`config.mk`:
```
export PLATFORM = sky130hd
export DESIGN_NAME = poly_decompress_ctrl
export DESIGN_NICKNAME = d
export VERILOG_FILES = /design/src/rtl/poly_decompress_ctrl.sv
export SDC_FILE = /design/constraint.sdc
export NUM_CORES = 1
export LEC_CHECK = 0
export ABC_CLOCK_PERIOD_IN_PS = 8150
export CAP_MARGIN = 5
export CORE_MARGIN = 4
export CORE_UTILIZATION = 60
export CTS_CLUSTER_DIAMETER = 150
export DETAILED_ROUTE_END_ITERATION = 10
export PLACE_DENSITY = 0.86
export SYNTH_ARGS = -nofsm -noshare
export SYNTH_HDL_FRONTEND = slang
export SYNTH_HIERARCHICAL = 1
export SYNTH_SLANG_ARGS = --single-unit
```
`constraint.sdc`:
```
create_clock -name clk -period 8.15 [get_ports clk]
set_clock_uncertainty 0.2 [all_clocks]
set_input_delay 0.815 -clock clk [delete_from_list [all_inputs] [get_ports clk]]
set_output_delay 0.815 -clock clk [all_outputs]
set_load 0.01 [all_outputs]
```
`src/rtl/poly_decompress_ctrl.sv`:
```
// poly_decompress_ctrl: sequences a 96-byte packed 3-bit polynomial into 256 decompressed 12-bit coefficients.
// Optional `abort` input is compiled in when POLY_DECOMP_ABORT_EN is defined.
module poly_decompress_ctrl #(
    parameter int unsigned KYBER_Q = 3329,
    parameter int unsigned N_COEF  = 256
) (
    input  logic        clk,
    input  logic        rst_n,
    input  logic        start,
`ifdef POLY_DECOMP_ABORT_EN
    input  logic        abort,
`endif
    output logic        busy,
    output logic        done,
    input  logic [7:0]  in_data,
    input  logic        in_valid,
    output logic        in_ready,
    output logic [15:0] coef_data,
    output logic [7:0]  coef_addr,
    output logic        coef_valid,
    input  logic        coef_ready
);
    localparam int unsigned N_GROUPS = N_COEF / 8;
    localparam int unsigned GW       = (N_GROUPS > 1) ? $clog2(N_GROUPS) : 1;

    typedef enum logic [2:0] {
        S_IDLE,
        S_LOAD,
        S_UNPACK,
        S_EMIT,
        S_DONE
    } state_t;

    state_t        st, nxt;
    logic [1:0]    byte_cnt;
    logic [2:0]    lane;
    logic [GW-1:0] grp;
    logic [23:0]   word;
    logic [63:0]   lanes;
    logic          abort_req;
    logic          last_group;
    logic [7:0]    lane_byte;
    logic [14:0]   prod;
    logic [GW+2:0] addr_full;

`ifdef POLY_DECOMP_ABORT_EN
    assign abort_req = abort && (st != S_IDLE);
`else
    assign abort_req = 1'b0;
`endif

    assign last_group = (grp == GW'(N_GROUPS - 1));

    Poly_Decompress__t u_unpack (
        .clk   (clk),
        .rst_n (rst_n),
        .load  (st == S_UNPACK),
        .word  (word),
        .lanes (lanes)
    );

    always_ff @(posedge clk or negedge rst_n) begin
        if (!rst_n) st <= S_IDLE;
        else        st <= nxt;
    end

    always_comb begin
        nxt        = st;
        busy       = (st != S_IDLE);
        in_ready   = (st == S_LOAD);
        coef_valid = (st == S_EMIT);
        done       = (st == S_DONE);
        case (st)
            S_IDLE:   if (start) nxt = S_LOAD;
            S_LOAD:   if (in_valid && byte_cnt == 2'd2) nxt = S_UNPACK;
            S_UNPACK: nxt = S_EMIT;
            S_EMIT:   if (coef_ready && lane == 3'd7) nxt = last_group ? S_DONE : S_LOAD;
            S_DONE:   nxt = S_IDLE;
            default:  nxt = S_IDLE;
        endcase
        // abort outranks everything, including a handshake in the same cycle
        if (abort_req) nxt = S_IDLE;
    end

    always_ff @(posedge clk or negedge rst_n) begin
        if (!rst_n) begin
            byte_cnt <= '0;
            lane     <= '0;
            grp      <= '0;
            word     <= '0;
        end else if (abort_req) begin
            byte_cnt <= '0;
            lane     <= '0;
            grp      <= '0;
        end else begin
            case (st)
                S_LOAD: if (in_valid) begin
                    case (byte_cnt)
                        2'd0:    word[23:16] <= in_data;
                        2'd1:    word[15:8]  <= in_data;
                        default: word[7:0]   <= in_data;
                    endcase
                    byte_cnt <= (byte_cnt == 2'd2) ? '0 : byte_cnt + 2'd1;
                end
                S_UNPACK: lane <= '0;
                S_EMIT: if (coef_ready) begin
                    lane <= lane + 3'd1;
                    if (lane == 3'd7 && !last_group) grp <= grp + 1'b1;
                end
                S_DONE:  grp <= '0;
                default: ;
            endcase
        end
    end

    always_comb begin
        lane_byte = '0;
        for (int unsigned j = 0; j < 8; j++) begin
            if (lane == 3'(j)) lane_byte = lanes[63 - 8*j -: 8];
        end
        prod      = 15'(lane_byte & 8'h07) * 15'(KYBER_Q) + 15'd4;
        addr_full = {grp, lane};
        coef_data = coef_valid ? {4'b0000, 12'(prod >> 3)} : '0;
        coef_addr = coef_valid ? 8'(addr_full) : '0;
    end

endmodule

// Poly_Decompress__t: registers one 24-bit group and splits it into eight zero-extended 3-bit lanes.
// The group is little-endian across its bytes: lane 0 is the low 3 bits of the first byte received.
module Poly_Decompress__t (
    input  logic        clk,
    input  logic        rst_n,
    input  logic        load,
    input  logic [23:0] word,
    output logic [63:0] lanes
);
    logic [23:0] le;

    assign le = {word[7:0], word[15:8], word[23:16]};

    always_ff @(posedge clk or negedge rst_n) begin
        if (!rst_n) begin
            lanes <= '0;
        end else if (load) begin
            for (int unsigned j = 0; j < 8; j++) begin
                lanes[63 - 8*j -: 8] <= {5'b00000, le[3*j +: 3]};
            end
        end
    end

endmodule

```
# --- After elaboration in Yosys (flattened, before gate mapping) ---
# Index checks and enable logic that the tools add are counted.
classes:
  n_addsub: 4
  n_mul: 1
  eq_ne: 19
  n_mux: 21
  bitwise_logic: 1
  reduce_logical: 18
op_table:
  columns: ["op", "n"]
  rows:
  - ["2-to-1 mux 3 bit", 13]
  - ["adder 15 x 3 -> 15 bit (second input constant)", 1]
  - ["equality test 3 bit (second input constant)", 5]
  - ["multiplier 3 x 12 -> 15 bit (second input constant)", 1]
  - ["AND reduction 3 bit", 5]
  - ["equality test 3 x 2 -> 1 bit (second input constant)", 4]
  - ["2-to-1 mux 12 bit", 1]
  - ["case mux 3 bit (4 select lines)", 1]
  - ["2-to-1 mux 5 bit", 2]
  - ["case mux 5 bit (2 select lines)", 1]
  - ["2-to-1 mux 8 bit", 1]
  - ["inequality test 2 x 1 -> 1 bit (second input constant)", 4]
  - ["equality test 3 x 1 -> 1 bit (second input constant)", 2]
  - ["logical NOT 3 bit", 2]
  - ["case mux 3 bit (2 select lines)", 1]
  - ["adder 5 x 1 -> 5 bit (second input constant)", 1]
  - ["equality test 5 bit (second input constant)", 1]
  - ["AND reduction 2 bit", 2]
  - ["nonzero test 2 bit", 2]
  - ["adder 3 x 1 -> 3 bit (second input constant)", 1]
  - ["logical AND 1 bit", 3]
  - ["nonzero test 3 bit", 1]
  - ["adder 2 x 1 -> 2 bit (second input constant)", 1]
  - ["equality test 2 x 1 -> 1 bit (second input constant)", 1]
  - ["7 further kinds", 7]
totals:
  regBits: 61
  input_bits: 13
  output_inout_bits: 28
  wordCells: 72

# --- Longest topological paths before layout ---
# Gate-level depths: netlist (run 1).
logic_depth:
  word_depth: 12
  mapped_depth: 15

# --- Cells and area by module ---
# The synthesis (run 1) kept the hierarchy.
by_module_without_submodules:
  columns: ["module", "n_inst", "cells_each", "area_each_um2"]
  rows:
  - ["poly_decompress_ctrl", 1, 226, 2348.5]
  - ["Poly_Decompress__t", 1, 92, 1301.2]

# --- Least setup slack after synthesis (run 1) ---
# No wires, ideal clock.
synth_timing:
  path_kind: "register to output"
  start: "register lane[0]"
  end: "output port coef_data[11]"
  arrival_time_ns: 3.096
  required_ns: 7.135
  path_slack_ns: 4.039
  stages_incl_launch_ff: 15
  n_path_buf: 1
  path_cell_list: "dfrtp_1 ha_1 ha_1 buf_4 a22oi_1 o21ai_1 o211a_1 a21oi_1 inv_1 ha_1 ha_1 ha_1 fa_1 xnor2_1 nor2_1"
synth_between:
  elab_chain_cells: 12
synth_rtl:
  columns: ["item", "line_no", "rtl"]
  rows:
  - ["start: declaration", "36", "logic [2:0] lane;"]
  - ["start signal: assignment", "107", "lane <= lane + 3'd1;"]
  - ["logical NOT 3 bit", "119", "if (lane == 3'(j)) lane_byte = lanes[63 - 8*j -: 8];"]
  - ["2-to-1 mux 3 bit (7 in series)", "119", null]
  - ["2-to-1 mux 3 bit *", "119", null]
  - ["multiplier 3 x 12 -> 15 bit *", "121", "prod = 15'(lane_byte & 8'h07) * 15'(KYBER_Q) + 15'd4;"]
  - ["adder 15 x 3 -> 15 bit *", "121", null]
  - ["2-to-1 mux 12 bit *", "123", "coef_data = coef_valid ? {4'b0000, 12'(prod >> 3)} : '0;"]
  - ["end: declaration", "18", "output logic [15:0] coef_data,"]
# Every way passes the cells marked *; elsewhere a longest branch is shown, timed or not.

# --- Worst setup path in the final report (run 1) ---
layout_timing:
  start: "register lane[1]"
  end: "output port coef_data[11]"
# The elaborated chain is that of the path after synthesis.

==> results of run 1 <==
## worst reg2reg max path: stages, from the launching register on
cell,delay [ps]
dfrtp_1,650
nand2_1,210
inv_1,280
buf_4,390
mux2_2,390
## worst paths after layout
| kind | startpoint | to | slack, ps |
|---|---|---|---|
| worst max-delay path | lane[1] | coef_data[11] | 2870 |
| worst min-delay path | word[21] | u_unpack/lanes[50] | 290 |
| worst max register to register | st[1] | u_unpack/lanes[58] | 5910 |
| worst min register to register | word[21] | u_unpack/lanes[50] | 290 |
| max in group asynchronous | rst_n | u_unpack/lanes[16] | 6820 |
| min in group asynchronous | rst_n | word[11] | 410 |
## layout make-up
type,instances,area [um^2]
inverter,12,45.0
timing repair buffer,34,330
fill,365,1470
clock inverter,4,47.5
clock buffer,11,151
tap,70,87.6
multi-input combinational,190,1610
sequential,61,1530
## registers in the layout (all words and copies together) (netlist names)
signal          cells
grp                 5
byte_cnt            2
st                  3
word               24
lane                3
u_unpack/lanes     24
## stage by stage
stage | util | instances
after global placement | 0.683 | 367
after global routing | 0.721 | 382
after floorplan | - | 284
after CTS | 0.721 | 382
final | 0.721 | 382
after detailed placement | 0.683 | 367
## per-layer routing
layer / vias to the layer above / GRT usage / wire (um)
met5: - / 0 / 0
met4: 0 / 0.0801 / 119
met3: 8 / 0.0597 / 338
met2: 63 / 0.317 / 2880
met1: 1075 / 0.293 / 3010
li1: 1025 / - / -
## where the power goes
| group | internal (uW) | switching [uW] |
|---|---|---|
| Combinational | 379 | 319 |
| Sequential | 436 | 113 |
| Clock | 155 | 113 |
==> metrics.md, run 1 <==
| Metric | Value |
|---|---|
| Status | completed |
| Largest net degree at the start of global routing | 62 |
| Final worst path period need | 5280 ps |
| Total Die Area | 0.00684 mm^2 |
| Total number of vias | 2171 |
| Initial antenna violation count | 0 |
| Max-cap violation count | 0 |
| Post-CTS Repair Setup Buffers | 0 |
| Crit-path slowest cell | clkdlybuf4s50_1 |
| # setup viols final | 0 |
| Final ANT Viol Nets | 0 |
| Pwr Density | 399 mW/mm^2 |
| Clock slew at reported path FFs | 70 ps |
| CTS tree | built |
| Most used cell, CP | ha_1 |
| Final count of pins violating max slew | 0 |
| Routability cong. | 0.930 |
| Cell family with most CP delay | adder cells |
| Worst-Margin Slew | 757 ps |
| Total track usage | 0.212 |
| Mapped Cells | 277 |
| Post-CTS sizing | 0 |
| Wire per inst | 16.6 um |
| H-tree depth | 3 |
| Leakage Power | 0.00170 uW |
| Placed Area | 0.00360 mm^2 |
| Worst path arrival time | 4270 ps |
| Hold crit path type | register to register |
| I/O Pins | 41 |
| Die width | 82.7 um |
| Core area | 0.00527 mm^2 |
| Max Fclk | 189 MHz |
| CP max FO | 13 |
| Area of the mapped netlist | 0.00335 mm^2 |
| Share of layout cells above drive strength 1 | 0.247 |
| Worst path max stage delay | 540 ps |
| Initial DRC count | 271 |
| CP required | 7130 ps |
| Starting Density | 0.635 |
| Final Cycle Share | 0.648 |
| Critical Path Source Type | register |
| CTS Buf Count | 9 |
| DRC viols | 0 |
| Hold Path Depth | 1 |
| CTS root buf | clkbuf_8 |
| Die height | 82.7 um |
| Final Net Count | 334 |
| Area grow syn2layout | 13.6% |
| Remaining global-route overflow | 0 |
| Most common cell after layout, fill and taps aside | dfrtp_1 |
| Vias in the first global route | 2138 |
| Via density per instance | 5.68 |
| Slew margin rel. | 0.495 |
| Post-DP HPWL | 4520 um |
| Crit Path Category | register to output pin |
| Setup TNS | 0 ps |
| Antenna fix cells | 0 |
| Total buffers and inverters traversed by the critical path | 3 |
| VDD IR max | 0.000292 V |
| Worst setup margin | 2870 ps |
| Most frequent cells in the layout | 61 x dfrtp_1, 31 x clkdlybuf4s50_1, 26 x mux2_2, 21 x mux2_4, 16 x nor2_1 |
| Routed wire length | 6350 um |
| RSZ-0062 raised after global routing | no |
| Final Hold Viols | 0 |
| Clock sink total | 61 |
| I/O Buffers | 32 |
| Crit. path cell count | 14 |
| WHS | 294 ps |
| Worst Setup End Kind | output pin |
| Maximum clock insertion buffer count | 2 |
| CP cell instances | inv_1 -> ha_1 -> a21oi_1 -> a2111oi_0 -> o211a_1 -> a21oi_1 -> inv_1 -> ha_1 -> ha_1 -> ha_1 -> fa_1 -> xnor2_1 -> nor2_1 -> clkdlybuf4s50_1 |
| First-pass GRT wire length | 10600 um |
| Worst slack at placement | 3240 ps |
| TritonRoute pass-1 iters | 4 |
| Design area | 0.00380 mm^2 |
| Worst-case reg-to-reg path depth | 4 |
| FP Rows | 26 |
| Syn. warnings | 6 |
| Clk Latency, worst-skew pair | 340 ps |
| Syn_area_per_cell | 12.1 um^2 |
| Pwr Total | 1510 uW |
| Hold Buf Count CTS | 0 |
(Power assumes the default switching activity.)
==> run 2, diff against run 1 <==
- ABC_CLOCK_PERIOD_IN_PS: 8150 -> 5350
- CORE_UTILIZATION: 60 -> 57
- PLACE_DENSITY: 0.86 -> 0.83
- clock period: 8.15 -> 5.35 ns (I/O delays scaled with it)
==> metrics.md, run 2 (synthesis gave the netlist of run 1 again) <==
| Metric | Value |
|---|---|
| Most common cell after layout, fill and taps aside | dfrtp_1 |
| Final ANT Viol Nets | 0 (unchanged) |
| Worst Setup End Kind | output pin |
| Setup slack, reg-to-reg | 3040 ps (-2870 ps) |
| TritonRoute pass-1 iters | 4 (unchanged) |
| Largest regs | u_unpack/lanes (24), word (24), grp (5) |
| CTS tree | built |
| Remaining global-route overflow | 0 (unchanged) |
| Post-CTS Repair Setup Buffers | 0 (unchanged) |
| Setup TNS | 0 ps (unchanged) |
| Area grow syn2layout | 15.1% |
| VDD IR max | 0.000405 V (+39%) |
| CP max FO | 14 (+1) |
| I/O Buffers | 32 (unchanged) |
| Die width | 84.6 um (+2.3%) |
| Worst-case reg-to-reg path depth | 4 (unchanged) |
| DRC viols | 0 (unchanged) |
| Status | completed |
| Total number of vias | 2182 (+0.51%) |
| Worst-Margin Slew | 739 ps (-18.2 ps) |
| First-pass GRT wire length | 10900 um (+2.7%) |
| Worst path arrival time | 4340 ps (+70 ps) |
| Routed wire length | 6460 um (+1.7%) |
| Clock slew at reported path FFs | 70 ps (about the same) |
| Most frequent cells in the layout | 61 x dfrtp_1, 31 x clkdlybuf4s50_1, 26 x mux2_2, 21 x mux2_4, 16 x nor2_1 |
| Leakage Power | 0.00172 uW (+1.0%) |
| Final Net Count | 334 (unchanged) |
| Reg-to-Reg Start | st[1] |
| Final Hold Viols | 0 (unchanged) |
| RSZ-0062 raised after global routing | no |
| CP required | 4620 ps (-2510 ps) |
| Hold Buf Count CTS | 0 (unchanged) |
| WHS | 140 ps (-154 ps) |
| Total Die Area | 0.00716 mm^2 (+4.7%) |
| Initial antenna violation count | 0 (unchanged) |
| Initial DRC count | 200 (-26%) |
| Post-CTS sizing | 0 (unchanged) |
| CTS root buf | clkbuf_8 |
| Final worst path period need | 5070 ps |
| Total track usage | 0.195 (-0.0163) |
| Slew margin rel. | 0.507 (+0.0121) |
| Starting Density | 0.597 (-0.0382) |
| Worst r2r dst | u_unpack/lanes[56] |
| Crit-path slowest cell | clkdlybuf4s50_1 |
| Vias in the first global route | 2163 (+1.2%) |
| Antenna fix cells | 0 (unchanged) |
| CP cell instances | inv_1 -> ha_1 -> a21oi_1 -> a2111oi_0 -> o211a_1 -> a21oi_1 -> inv_1 -> ha_1 -> ha_1 -> ha_1 -> fa_1 -> xnor2_1 -> nor2_1 -> clkdlybuf4s50_1 |
| Routability cong. | 0.925 (-0.59%) |
| Share of layout cells above drive strength 1 | 0.249 (+0.00241) |
| Worst path max stage delay | 540 ps (about the same) |
| H-tree depth | 3 (unchanged) |
| Max-cap violation count | 0 (unchanged) |
| CTS Buf Count | 9 (unchanged) |
| Wire per inst | 16.8 um (+0.95%) |
| Clk Latency, worst-skew pair | 340 ps (about the same) |
| Post-DP HPWL | 4520 um (-0.11%) |
| FP Rows | 27 (+3.8%) |
| Most used cell, CP | ha_1 |
| Largest net degree at the start of global routing | 62 (unchanged) |
| Clock sink total | 61 (unchanged) |
| Critical Path Source Type | register |
| Via density per instance | 5.67 (-0.28%) |
| Hold crit path type | input port to async pin |
| # setup viols final | 0 (unchanged) |
| Core area | 0.00561 mm^2 (+6.4%) |
| Pwr Density | 622 mW/mm^2 (+56%) |
| I/O Pins | 41 (unchanged) |
| Maximum clock insertion buffer count | 2 (unchanged) |
| Max Fclk | 197 MHz |
| Final count of pins violating max slew | 0 (unchanged) |
| Die height | 84.6 um (+2.3%) |
| Crit Path Category | register to output pin |
| Final Cycle Share | 0.949 |
-- run 2: how the worst max path moves through the flow --
stage,startpoint,endpoint,slack [ps],cells past startpoint
2_1_floorplan,lane[0],coef_data[11],1520,14
6_report,lane[0],coef_data[11],280,14
3_3_place_gp,lane[1],coef_data[11],920,14
5_1_grt,lane[0],coef_data[11],30,14
3_5_place_dp,lane[1],coef_data[11],700,14
4_1_cts,lane[0],coef_data[11],300,14
-- run 2: power breakdown --
group / total [uW] / switching [uW] / internal, uW
Sequential: 838 / 174 / 664
Combinational: 1050 / 479 / 575
Clock: 505 / 184 / 321
Total: 2400 / 837 / 1560
-- run 2: final cells by class --
cell class	count	area, um^2
Fill cell	416	1760
Multi-Input combinational cell	190	1610
Sequential cell	61	1530
Timing Repair Buffer	34	330
Clock buffer	10	138
Clock inverter	6	110
Tap cell	72	90.1
Inverter	12	45.0
-- run 2: routing by layer --
| metal | part of all wire | up-vias | global-route usage |
|---|---|---|---|
| li1 | - | 1027 | - |
| met1 | 0.43 | 1068 | 0.252 |
| met2 | 0.49 | 76 | 0.312 |
| met3 | 0.058 | 11 | 0.0481 |
| met4 | 0.023 | 0 | 0.0863 |
| met5 | 0 | - | 0 |
-- run 2: critical path: cells and delay by family (launching register included) --
| family | cells | cell delay, ps |
|---|---|---|
| fa+ha+maj | 5 | 1570 |
| compound gates | 4 | 1030 |
| buf+inv | 3 | 770 |
| flops | 1 | 420 |
| xor+xnor | 1 | 130 |
| simple gates | 1 | 80 |
-- run 2: stage by stage --
| step | power [uW] | util | worst slack (ps) | cell area [um^2] | std cells |
|---|---|---|---|---|---|
| floorplan | 1550 | - | 1520 | 3370 | 284 |
| CTS | 2410 | 0.687 | 304 | 3850 | 385 |
| global route | 2570 | 0.687 | 30.5 | 3850 | 385 |
| finish | 2400 | 0.687 | 275 | 3850 | 385 |
| detailed placement | 1890 | 0.643 | 698 | 3600 | 369 |
| global placement | 1840 | 0.643 | 923 | 3600 | 369 |
